$ cat src/rtl/rf_pkg.sv
// Shared definitions for the register file with pending-write scoreboard.
// Holds the default geometry, the index/word types and the hardwired-zero index.
package rf_pkg;

    localparam int RF_DATA_WIDTH = 32;
    localparam int RF_ADDR_WIDTH = 5;

    typedef logic [RF_ADDR_WIDTH-1:0] reg_idx_t;
    typedef logic [RF_DATA_WIDTH-1:0] reg_word_t;

    // Index 0 reads as zero and can never be written or marked pending.
    localparam reg_idx_t REG_ZERO = '0;

endpackage

$ cat src/rtl/rf_scoreboard.sv
// Pending-write scoreboard: one pending bit per architectural register plus
// a registered count of pending registers.
// Ports:
//   clk, rst          clock (rising edge), asynchronous active-low reset
//   iss_en, iss_addr  an issued instruction will write iss_addr (marks pending)
//   wr_en, wr_addr    writeback to wr_addr (clears pending)
//   flush             drops every pending mark; beats a same-cycle issue
//   pending           pending vector, bit 0 always 0
//   pending_cnt       popcount of pending
module rf_scoreboard
    import rf_pkg::*;
#(
    parameter int ADDR_WIDTH = RF_ADDR_WIDTH
) (
    input  logic                       clk,
    input  logic                       rst,
    input  logic                       iss_en,
    input  logic [ADDR_WIDTH-1:0]      iss_addr,
    input  logic                       wr_en,
    input  logic [ADDR_WIDTH-1:0]      wr_addr,
    input  logic                       flush,
    output logic [(2**ADDR_WIDTH)-1:0] pending,
    output logic [ADDR_WIDTH:0]        pending_cnt
);

    localparam int DEPTH = 2**ADDR_WIDTH;
    localparam logic [ADDR_WIDTH-1:0] ZERO = ADDR_WIDTH'(REG_ZERO);

    logic             set_ok;
    logic             clr_ok;
    logic             inc;
    logic             dec;
    logic [DEPTH-1:0] pend_nxt;
    logic [ADDR_WIDTH:0] cnt_nxt;

    always_comb begin
        set_ok   = iss_en && (iss_addr != ZERO) && !flush;
        clr_ok   = wr_en && (wr_addr != ZERO);
        pend_nxt = pending;
        // Clear first, then set: on a same-index collision the younger
        // producer (the issue) leaves the register pending.
        if (clr_ok) pend_nxt[wr_addr]  = 1'b0;
        if (set_ok) pend_nxt[iss_addr] = 1'b1;
        if (flush)  pend_nxt           = '0;
        pend_nxt[0] = 1'b0;

        // Count tracks only real transitions of the vector, so it stays
        // equal to the popcount without an adder tree.
        inc = set_ok && !pending[iss_addr];
        dec = clr_ok && pending[wr_addr] && !(set_ok && (iss_addr == wr_addr));
        if (flush)
            cnt_nxt = '0;
        else
            cnt_nxt = pending_cnt + (ADDR_WIDTH+1)'(inc) - (ADDR_WIDTH+1)'(dec);
    end

    always_ff @(posedge clk or negedge rst) begin
        if (!rst) begin
            pending     <= '0;
            pending_cnt <= '0;
        end else begin
            pending     <= pend_nxt;
            pending_cnt <= cnt_nxt;
        end
    end

endmodule

$ cat src/rtl/regfile_scoreboard.sv
// Integer register file: NUM_RD combinational read ports, one write port,
// optional write-to-read bypass, and a per-register pending scoreboard used
// by the hazard unit (rd_busy) to stall on outstanding writebacks.
// Ports:
//   clk, rst            clock (rising edge), asynchronous active-low reset
//   rd_addr / rd_data   packed per-port read index / data
//   rd_busy             per-port: source register awaiting writeback
//   wr_en/addr/data     writeback port
//   iss_en/iss_addr     destination of a newly issued instruction
//   flush               drop all pending marks
//   pending_cnt         number of pending registers
module regfile_scoreboard
    import rf_pkg::*;
#(
    parameter int DATA_WIDTH = RF_DATA_WIDTH,
    parameter int ADDR_WIDTH = RF_ADDR_WIDTH,
    parameter int NUM_RD     = 2,
    parameter int BYPASS     = 1
) (
    input  logic                         clk,
    input  logic                         rst,
    input  logic [NUM_RD*ADDR_WIDTH-1:0] rd_addr,
    output logic [NUM_RD*DATA_WIDTH-1:0] rd_data,
    output logic [NUM_RD-1:0]            rd_busy,
    input  logic                         wr_en,
    input  logic [ADDR_WIDTH-1:0]        wr_addr,
    input  logic [DATA_WIDTH-1:0]        wr_data,
    input  logic                         iss_en,
    input  logic [ADDR_WIDTH-1:0]        iss_addr,
    input  logic                         flush,
    output logic [ADDR_WIDTH:0]          pending_cnt
);

    localparam int DEPTH = 2**ADDR_WIDTH;
    localparam logic [ADDR_WIDTH-1:0] ZERO = ADDR_WIDTH'(REG_ZERO);

    logic [DATA_WIDTH-1:0] regs [DEPTH];
    logic [DEPTH-1:0]      pending;
    logic                  wr_ok;

    assign wr_ok = wr_en && (wr_addr != ZERO);

    // regs[0] is never written, so it stays at its reset value of zero.
    always_ff @(posedge clk or negedge rst) begin
        if (!rst) begin
            for (int j = 0; j < DEPTH; j++) regs[j] <= '0;
        end else if (wr_ok) begin
            regs[wr_addr] <= wr_data;
        end
    end

    rf_scoreboard #(
        .ADDR_WIDTH (ADDR_WIDTH)
    ) u_sb (
        .clk         (clk),
        .rst         (rst),
        .iss_en      (iss_en),
        .iss_addr    (iss_addr),
        .wr_en       (wr_en),
        .wr_addr     (wr_addr),
        .flush       (flush),
        .pending     (pending),
        .pending_cnt (pending_cnt)
    );

    for (genvar i = 0; i < NUM_RD; i++) begin : g_rd
        logic [ADDR_WIDTH-1:0] ra;
        logic                  hit;
        assign ra  = rd_addr[i*ADDR_WIDTH +: ADDR_WIDTH];
        // Forwarding a writeback also reports not-busy, since that write is
        // the one the reader was waiting for.
        assign hit = (BYPASS != 0) && wr_ok && (wr_addr == ra);
        assign rd_data[i*DATA_WIDTH +: DATA_WIDTH] = hit ? wr_data : regs[ra];
        assign rd_busy[i] = hit ? 1'b0 : pending[ra];
    end

endmodule
$ cat config.mk
export PLATFORM = sky130hd
export DESIGN_NAME = regfile_scoreboard
export DESIGN_NICKNAME = d
export VERILOG_FILES = /design/src/rtl/rf_pkg.sv /design/src/rtl/rf_scoreboard.sv /design/src/rtl/regfile_scoreboard.sv
export SDC_FILE = /design/constraint.sdc
export NUM_CORES = 2
export LEC_CHECK = 0
export BUFFER_PORTS_ARGS = -buffer_cell sky130_fd_sc_hd__buf_2
export CORE_MARGIN = 3
export CORE_UTILIZATION = 50
export CTS_CLUSTER_SIZE = 25
export DETAILED_ROUTE_END_ITERATION = 12
export GPL_ROUTABILITY_DRIVEN = 1
export PLACE_DENSITY = 0.77
export SYNTH_ARGS = -nofsm -noshare
export SYNTH_HDL_FRONTEND = slang
export SYNTH_SLANG_ARGS = --single-unit
$ cat constraint.sdc
create_clock -name clk -period 2.7 [get_ports clk]
set_clock_uncertainty 0.15 [all_clocks]
set_input_delay 0.27 -clock clk [delete_from_list [all_inputs] [get_ports clk]]
set_output_delay 0.27 -clock clk [all_outputs]
set_load 0.02 [all_outputs]
==> summary.md <==
| Metric | Value |
|---|---|
| Antenna violations before repair | 2 |
| Clk_lat worst skew | between 0.7 and 0.8 ns |
| Worst endpoint required time | between 3 and 4 ns |
| Routed wl met3 | roughly 17 mm |
| Power Density | roughly 710 nW/µm² |
| CTS tree | built |
| Final GP Congestion | 0.890 |
| Net Count, Synth | roughly 3800 |
| Cell Rows | 122 |
| Synth area leaders | dfrtp_1, mux4_2, mux2_2 |
| Comb pwr share | ~22% |
| First-pass GRT wire length | between 200 and 300 mm |
| Unique masters post-synth | between 50 and 60 |
| Drc violations | 0 |
| Clk pwr share | between 30% and 40% |
| Critical path's largest stage delay | just over 0.5 ns |
| H-tree depth | 3 |
| WL per Instance | roughly 32 µm |
| IO buf count | 128 |
| Top sig layer | met5 |
| Vias in the first global route | roughly 40000 |
| Initial core utilization | 50.7% |
| Crit path capture | u_sb.pending_cnt[5] |
| Top-count cell post-synth | dfrtp_1 |
| Post-synth EDFFs | 0 |
| Post-Place Cells | between 5000 and 6000 |
| Fin crit share | 115% |
| Crit path time final | 3.10 ns |
| Mean Syn Cell Area | between 15 and 20 µm² |
| Hold Vio Cnt, Final | 0 |
| Num ports | between 100 and 150 |
| Reg-to-reg slack, setup | -0.40 ns |
| Achievable frequency | 322 MHz |
| Crit-path cells | mux4_2 -> a22oi_2 -> nand4_1 -> o311a_1 -> ha_4 -> inv_2 -> ha_4 -> a21o_1 -> a21oi_2 -> o21bai_1 -> a21oi_1 -> mux2_4 |
| Worst path slowest cell | mux4_2 |
| Largest net degree at the start of global routing | approximately 110 |
| Crit Reg-Reg Startpoint | u_sb.pending[15] |
| Synth area leader | dfrtp_1 |
| Placed Area | 61900 µm² |
| Synth Warn # | 0 |
| Die Wd | ~340 µm |
| FF-to-FF path depth | 12 |
| Critical Path AT | between 3 and 4 ns |
| Reg-to-Reg End | u_sb.pending_cnt[5] |
| Slew @ Worst Pin | 1.06 ns |
| P&R area growth vs syn | 20.1% |
| Core Region | approximately 110000 µm² |
| Gr usage total | 29.8% |
| Max-slew violations | 0 |
| Syn Inst Count | between 3000 and 4000 |
| Hold Crit Class | in2reg |
| WL met2 | roughly 85 mm |
| Via density | 6.88 |
| Non-filler instance count after layout | ~5600 |
| Fillers | 7865 |
| Startpoint Class | flop |
| Clock Path Buffers | 3 |
| Layout cell share with drive strength beyond 1 | between 60 and 70% |
| Post-synth top cells | dfrtp_1, mux2_2, mux4_2, o22ai_1, clkbuf_1 |
| Reg power frac | between 40% and 50% |
| Leak pwr | 29.4 nW |
| Total clock sinks | 1061 |
| Total Wirelength | around 180 mm |
| WL met1 | 64.3 mm |
| Outcome | finished, violations left |
| CTS Buf Count | about 110 |
| TritonRoute pass-1 iters | 6 |
| Via count | roughly 38000 |
| Ys async rst share | 100% |
| Die Height | roughly 340 µm |
| DIE AREA | 117000 µm² |
| Grt ovf | 0 |
| Switching share of power | 26.7% |
| Worst rel slew slack | between 20% and 30% |
| CTS root buf | clkbuf_16 |
| Sequential fraction of the synthesis area | 47.1% |
| Nets@finish | just over 4000 |
| Most frequent CP cell | ha_4 |
| Int Pwr | approximately 35 mW |
| Critical path launch point | u_sb.pending[15] |
| Routed Antenna Nets | 0 |
| Synth top area share | a little under half |
| Final Cell Area | ~68000 µm² |
| DRT iter0 DRCs | slightly above 4000 |
| Critical Path Sink Type | flop |
| Hold_sp | wr_data[15] |
| Max Cap Viol | 0 |
| Sum Neg Setup Slack | -3.14 ns |
| Failing checks | negative setup slack |
| Fin worst setup slack | -0.404 ns |
| Largest vdd supply drop | around 0.54 mV |
| Clock Pin Slew Worst Setup and Hold Paths | 0.06 ns |
| RSZ-0062 raised after global routing | yes |
| Post-DP HPWL | between 100 and 150 mm |
| Seq cells post-synth | around 1100 |
| Crit-path max FO | 2 |
| Cell area after synthesis | roughly 56000 µm² |
| Setup violations, final | 27 |
| Post-synth top flop | dfrtp_1 |
| Type of the worst setup path | reg2reg |
| Sw power | 12.8 mW |
-- how the worst min path moves through the flow --
stage	cells after the start	slack, ns	to
2_1_floorplan	0	-0.18	regs[0]
3_3_place_gp	1	0.09	regs[857]
3_5_place_dp	1	0.1	regs[857]
4_1_cts	2	0.01	regs[917]
5_1_grt	2	0.08	regs[917]
6_report	2	0.06	regs[239]
-- power groups by stage --
| stage | combinational [mW] | clock, mW | sequential [mW] |
|---|---|---|---|
| after floorplan | 7.00 | 0 | 20.4 |
| after global placement | 9.08 | 0 | 20.8 |
| after detailed placement | 9.36 | 0 | 21.1 |
| after CTS | 9.99 | 16.7 | 20.9 |
| after global routing | 10.9 | 17.3 | 21.3 |
| final | 10.3 | 16.5 | 21.0 |
-- routing by layer --
layer	vias to the layer above	GRT usage, %
li1	15162	-
met1	20429	37.7
met2	2204	47.9
met3	581	7.05
met4	2	15.9
met5	-	0
-- placed cells by master, fill, tap and decap left out, drive strengths merged, types with 4 or more instances in the layout --
| master | Yosys | layout |
|---|---|---|
| nand3 | 9 | 9 |
| nand3b | 5 | 5 |
| nand2 | 108 | 108 |
| clkinvlp | 0 | 4 |
| mux2 | 995 | 995 |
| nand2b | 4 | 4 |
| or4 | 62 | 62 |
| clkbuf | 174 | 155 |
| buf | 267 | 558 |
| o21ai | 72 | 72 |
| and2 | 4 | 4 |
| nor2b | 9 | 9 |
| nor2 | 55 | 55 |
| nor3b | 4 | 4 |
| ha | 6 | 6 |
| a22oi | 30 | 30 |
| clkinv | 1 | 24 |
| dlygate4sd3 | 0 | 10 |
| inv | 10 | 13 |
| o22ai | 249 | 249 |
| bufinv | 0 | 18 |
| mux2i | 14 | 14 |
| or3 | 5 | 5 |
| nor3 | 7 | 7 |
| xnor2 | 10 | 10 |
| dfrtp | 1061 | 1061 |
| mux4 | 541 | 541 |
| a21oi | 12 | 12 |
| xor2 | 9 | 9 |
-- flip-flops by register name, indices dropped and copies added, names as in the netlist --
name,count
u_sb.pending_cnt,6
u_sb.pending,31
regs,1024
-- repair_timing --
action / CTS / global route
hold endpoints to repair: 656 / 0
resized for setup: 284 / 107
cloned: 1 / 1
setup endpoints to repair: 70 / 71
pin swaps: 73 / 73
hold buffers: 11 / 0
buffers inserted: 24 / 30
-- through the flow --
step	hold slack, ns	power (mW)	util, %	setup WS [ns]
4_1_cts	0.0120	47.5	60.2	-0.362
3_5_place_dp	0.0969	30.5	55.6	-0.716
2_1_floorplan	-0.176	27.4	-	-0.268
3_3_place_gp	0.0853	29.9	55.6	-0.772
5_1_grt	0.0758	49.5	60.9	-0.491
6_report	0.0599	47.8	60.9	-0.404
-- layout make-up --
type	instances	area [µm²]	share of cell area [%]
Multi-Input combinational cell	2246	28900	42.7
Tap cell	1488	1860	2.75
Antenna cell	2	5.00	0.00739
Sequential cell	1061	26600	39.2
Clock inverter	48	742	1.10
Clock buffer	153	3180	4.69
Inverter	11	41.3	0.0610
Timing Repair Buffer	571	6450	9.52
-- cell families after synthesis --
| group | share of synthesized area [%] |
|---|---|
| muxes | 41.7 |
| DFF | 47.1 |
| buffers and inverters | 3.89 |
| AOI/OAI and AO/OA | 4.18 |
| and+or+nand+nor | 2.69 |
| xor gates and xnor gates | 0.295 |
| adders and majority gates | 0.169 |
-- worst max-delay path: cells and delay by family, from the launching register on --
kind                     cells  cell delay (ns)
buffers and inverters        1             0.03
AO/OA/AOI/OAI                6             1.03
AND/OR/NAND/NOR              1             0.12
adder cells (fa/ha/maj)      2             0.42
multiplexers                 2             0.82
flip-flops                   1             0.40
Power figures use the tool's default switching activity.
